### config.mk
export PLATFORM = sky130hd
export DESIGN_NAME = branch_resolver
export DESIGN_NICKNAME = d
export VERILOG_FILES = /design/src/rtl/branch_resolver.sv
export SDC_FILE = /design/constraint.sdc
export NUM_CORES = 1
export LEC_CHECK = 0
export ABC_AREA = 1
export BUFFER_PORTS_ARGS = -buffer_cell sky130_fd_sc_hd__buf_2
export CORE_MARGIN = 3
export CORE_UTILIZATION = 53
export DETAILED_ROUTE_END_ITERATION = 16
export GPL_TIMING_DRIVEN = 0
export HOLD_SLACK_MARGIN = 0.08
export PLACE_DENSITY_LB_ADDON = 0.2
export SLEW_MARGIN = 0
export SYNTH_ARGS = -nofsm -noshare
export SYNTH_HDL_FRONTEND = slang
export SYNTH_SLANG_ARGS = --single-unit
### constraint.sdc
create_clock -name clk -period 3.7 [get_ports clk]
set_input_delay 0.37 -clock clk [delete_from_list [all_inputs] [get_ports clk]]
set_output_delay 0.37 -clock clk [all_outputs]
set_load 0.02 [all_outputs]
### src/rtl/branch_resolver.sv
// branch_resolver: closes the branch-prediction loop. Fetch predictions wait in
// a small FIFO until EX resolves them in order. Each resolve is compared with
// the oldest prediction; the result drives counter feedback, a flush/redirect
// on mispredict, and saturating statistics.
module branch_resolver #(
    parameter int ADDR_W = 32,
    parameter int DEPTH  = 4,
    parameter int CNT_W  = 16
) (
    input  logic              clk,
    input  logic              rst,
    input  logic              pred_valid,
    input  logic              pred_taken,
    input  logic [ADDR_W-1:0] pred_fallthru,
    input  logic [ADDR_W-1:0] pred_target,
    output logic              pred_ready,
    input  logic              res_valid,
    input  logic              res_taken,
    output logic              fb_valid,
    output logic              prediction_correct,
    output logic              flush,
    output logic [ADDR_W-1:0] redirect_pc,
    output logic              res_error,
    output logic [CNT_W-1:0]  branch_cnt,
    output logic [CNT_W-1:0]  mispredict_cnt
);

    localparam int PTR_W = (DEPTH > 1) ? $clog2(DEPTH) : 1;
    localparam logic [PTR_W:0] FULL_COUNT = (PTR_W+1)'(DEPTH);

    typedef struct packed {
        logic              taken;
        logic [ADDR_W-1:0] fallthru;
        logic [ADDR_W-1:0] target;
    } entry_t;

    entry_t           mem [DEPTH];
    logic [PTR_W-1:0] wr_ptr;
    logic [PTR_W-1:0] rd_ptr;
    logic [PTR_W:0]   count;

    logic   full;
    logic   empty;
    logic   push;
    logic   pop;
    logic   mis;
    entry_t head;

    // Handshake and compare decode for the current cycle.
    always_comb begin
        full       = (count == FULL_COUNT);
        empty      = (count == '0);
        pred_ready = !full;
        // Wrong-path fetches arrive while flush is high; they must not enter.
        push       = pred_valid && !full && !flush;
        pop        = res_valid && !empty;
        head       = mem[rd_ptr];
        mis        = pop && (head.taken ^ res_taken);
    end

    // Entry storage.
    // NOTE: the storage array carries no reset; occupancy and pointers alone
    // decide which entries are live, so stale contents are never observed.
    always_ff @(posedge clk) begin
        if (push) begin
            mem[wr_ptr] <= '{taken: pred_taken, fallthru: pred_fallthru, target: pred_target};
        end
    end

    // Pointer and occupancy bookkeeping; a mispredict empties the queue.
    // NOTE: sequential state uses non-blocking assignments so every register
    // samples pre-edge values regardless of statement order.
    always_ff @(posedge clk or posedge rst) begin
        if (rst) begin
            wr_ptr <= '0;
            rd_ptr <= '0;
            count  <= '0;
        end else if (mis) begin
            // Younger entries and any same-cycle push are on the wrong path.
            rd_ptr <= rd_ptr + 1'b1;
            wr_ptr <= rd_ptr + 1'b1;
            count  <= '0;
        end else begin
            if (push) wr_ptr <= wr_ptr + 1'b1;
            if (pop)  rd_ptr <= rd_ptr + 1'b1;
            if (push && !pop)      count <= count + 1'b1;
            else if (!push && pop) count <= count - 1'b1;
        end
    end

    // Registered feedback, flush/redirect and error flag.
    always_ff @(posedge clk or posedge rst) begin
        if (rst) begin
            fb_valid           <= 1'b0;
            prediction_correct <= 1'b0;
            flush              <= 1'b0;
            redirect_pc        <= '0;
            res_error          <= 1'b0;
        end else begin
            fb_valid           <= pop;
            prediction_correct <= pop && !mis;
            flush              <= mis;
            if (mis) begin
                redirect_pc <= res_taken ? head.target : head.fallthru;
            end
            if (res_valid && empty) begin
                res_error <= 1'b1;
            end
        end
    end

    // Saturating statistics counters.
    always_ff @(posedge clk or posedge rst) begin
        if (rst) begin
            branch_cnt     <= '0;
            mispredict_cnt <= '0;
        end else begin
            if (pop && (branch_cnt != '1)) begin
                branch_cnt <= branch_cnt + 1'b1;
            end
            if (mis && (mispredict_cnt != '1)) begin
                mispredict_cnt <= mispredict_cnt + 1'b1;
            end
        end
    end

endmodule
==> summary.txt <==
Status
  – Outcome: finished, final reports clean

Routing
  – Post-route DRC: 0
  – WL/cell: roughly 18 um
  – Drt pass-1 iters: 5
  – Initial DRC count: around 1100
  – Via-per-instance ratio: 5.41
  – Routed vias: around 10000
  – Final WL: 34600 um
  – ANT nets after route: 0

Synthesis
  – Synth area leader: edfxtp_1
  – Synthesized flop and latch total: 335
  – Library cells used by synthesis: 35
  – Synthesized area per cell: 10.8 um^2
  – Synth top area share: 55.5%
  – Seq/Total Area, Yosys: 68.8%
  – Synth Warn #: 0
  – Dominant cells by area after synthesis: edfxtp_1, dfrtp_1, nand2_1
  – Mapped cell area: 0.0141 mm^2
  – Syn_nets: 1377
  – Syn Inst Count: 1300

STA
  – Setup TNS: 0 ns
  – Clock Skews: between 0.01 and 0.015 ns
  – Hold_ws: 0.0913 ns
  – Max-slew violations: 0
  – Crit path time final: 2.57 ns
  – RSZ-0062 raised after global routing: no
  – Fmax: 388 MHz
  – Slew HR: 49.7%
  – Final setup violation count: 0
  – Final Hold Fails: 0
  – Tcrit/Tclk final: a little over two thirds
  – Slew @ Worst Pin: 0.752 ns

Setup path
  – Crit path DAT: around 2.8 ns
  – Crit end category: flop
  – Setup crit start: count[1]
  – End point of the critical path: mem[2][15]
  – R2R Path End: mem[2][15]
  – R2R depth: 6
  – Critical Path Source Type: flop
  – R2r setup slk: 1.13 ns
  – CP Class: flop to flop
  – Peak fanout along the critical path: 26
  – Reg2reg start: count[1]
  – Worst EP required: 3.92 ns

GRT
  – Vias in the first global route: between 10000 and 15000
  – Initial antenna violation count: 3
  – First-pass GRT wire length: 54500 um
  – Largest net degree at the start of global routing: 39
  – GR Util All Layers: 24.4%
  – GR Overflow Total: 0

Clocking
  – Post-CTS Setup Inserts: 0
  – CTS tree: yes
  – # clock sinks: 335
  – CTS root buf: clkbuf_16
  – Post_cts resized: 0
  – Clock transition at path regs: 0.06 ns
  – Max Buffers Root-to-Sink: 3
  – Cts bufs inserted: 36
  – Clock Latency Late Sink: roughly 0.52 ns
  – CTS H-tree depth: 2
  – Cts hold-fix bufs: around 60

Placed design
  – Count of input and output buffers: 137
  – HPWL after detailed placement: 22000 um
  – Final RePlAce weighted congestion: 0.831

Floorplan
  – CORE AREA: ~0.026 mm^2
  – Starting Density: approximately 54%
  – Die X: 169 um
  – FP Rows: 59
  – Die Span Y: 169 um
  – I/O Pins: 139
  – Full die area: 0.0285 mm^2

Pwr
  – Switch share: 36.2%
  – Logic pwr share: 33.9%
  – P per Cell Area: roughly 780 mW/mm^2
  – Clock group share of total power: 27.0%
  – P_sw: approximately 4.9 mW
  – Maximum VDD drop: between 0.0004 and 0.0005 V
  – Sequential fraction of design power: 39.2%
  – Overall Power: between 10 and 15 mW
  – Lkg Pwr: 7.01 nW
  – Internal Pwr Total: 8.56 mW

Final layout
  – Nets: 1621
  – Proportion of layout cells with a drive suffix above 1: between 15 and 20%
  – Commonest non-fill, non-tap cell in the layout: nand2_1
  – Most frequent cells in the layout: nand2_1, edfxtp_1, nor2_1
  – Area grow syn2layout: 22.3%
  – Layout fillers: 1944

Worst hold path
  – Min-delay worst type: input pin to flop

Flow run
  – Max-Cap Viols: 0
## Yosys cell counts (all sizes together)
master and instances:
nor2 228, fa 1, nand2 349, edfxtp 260, clkbuf 30, nand3b 3
nand4 18, a31o 1, nor3 3, buf 33, ha 6, clkinv 1
dfrtp 75, xnor2 9, a21boi 1, inv 38, a21oi 2, xor2 11
nand3 29, o21ai 202
## per-stage QoR
stage / setup slack, ns / std cells / instance area (um^2) / utilization [%]
global route: 0.947 / 1909 / 17200 / 66.1
global placement: -2.69 / 1772 / 15200 / 58.3
floorplan: -0.418 / 1300 / 14100 / -
finish: 1.13 / 1909 / 17200 / 66.1
detailed placement: 1.12 / 1782 / 15400 / 59.2
CTS: 1.10 / 1906 / 17200 / 66.0
## registers in the layout (all words and copies together) (netlist names), 2 cells and up
| name | flops |
|---|---|
| mem | 260 |
| wr_ptr | 2 |
| redirect_pc | 32 |
| mispredict_cnt | 16 |
| rd_ptr | 2 |
| branch_cnt | 16 |
| count | 3 |
## power by group through the flow
stage | clock [mW] | combinational (mW) | sequential [mW]
floorplan | 0 | 2.58 | 5.61
global placement | 0 | 4.18 | 5.41
detailed placement | 0 | 4.47 | 5.31
CTS | 3.66 | 4.55 | 5.25
global route | 3.83 | 5.06 | 5.32
finish | 3.62 | 4.54 | 5.25
## layout make-up
class                      count  area [um^2]  share of cell area (%)
clock buffer                  49          970                    5.63
buffer                        63          352                    2.04
inverter                      39          151                   0.879
sequential                   335         9680                    56.2
timing repair buffer         206         1500                    8.71
tap                          335          419                    2.43
clock inverter                16          215                    1.25
multi-input combinational    863         3920                    22.8
antenna                        3         7.51                  0.0436
## critical path, stage by stage, from the launching register on
cell     delay (ns)
dfrtp_1        0.42
nor2_4         0.07
nand2_1        0.08
nand3_1        0.41
nor2_4         0.76
buf_12         0.28
buf_12         0.22
## routing by layer
layer | up-vias | global-route usage (%) | wire (um)
met5 | - | 0 | 0
met4 | 0 | 7.72 | 845
met3 | 70 | 4.11 | 2600
met2 | 395 | 40.8 | 16900
met1 | 4966 | 32.8 | 14300
li1 | 4894 | - | -
## worst min path at each step
stage,from,to,slack [ns],cells after the start
2_1_floorplan,pred_target[0],mem[0][0],0.47,0
3_3_place_gp,res_error,res_error,0.45,1
3_5_place_dp,rst,res_error,0.45,2
4_1_cts,pred_fallthru[13],mem[0][45],0.08,1
5_1_grt,pred_target[4],mem[0][4],0.08,1
6_report,pred_fallthru[13],mem[3][45],0.09,1
## logic make-up (layout without fill, tap and decap cells)
kind of cell	after synthesis	in the layout	synth area share (%)
AO/OA/AOI/OAI	206	206	7.53
XOR/XNOR	20	20	1.24
adder cells (fa/ha/maj)	7	7	0.676
buffers and inverters	102	373	3.56
flip-flops	335	335	68.8
other	0	3	0
AND/OR/NAND/NOR	630	630	18.2
Note: power is estimated with default switching activity, not from simulation.
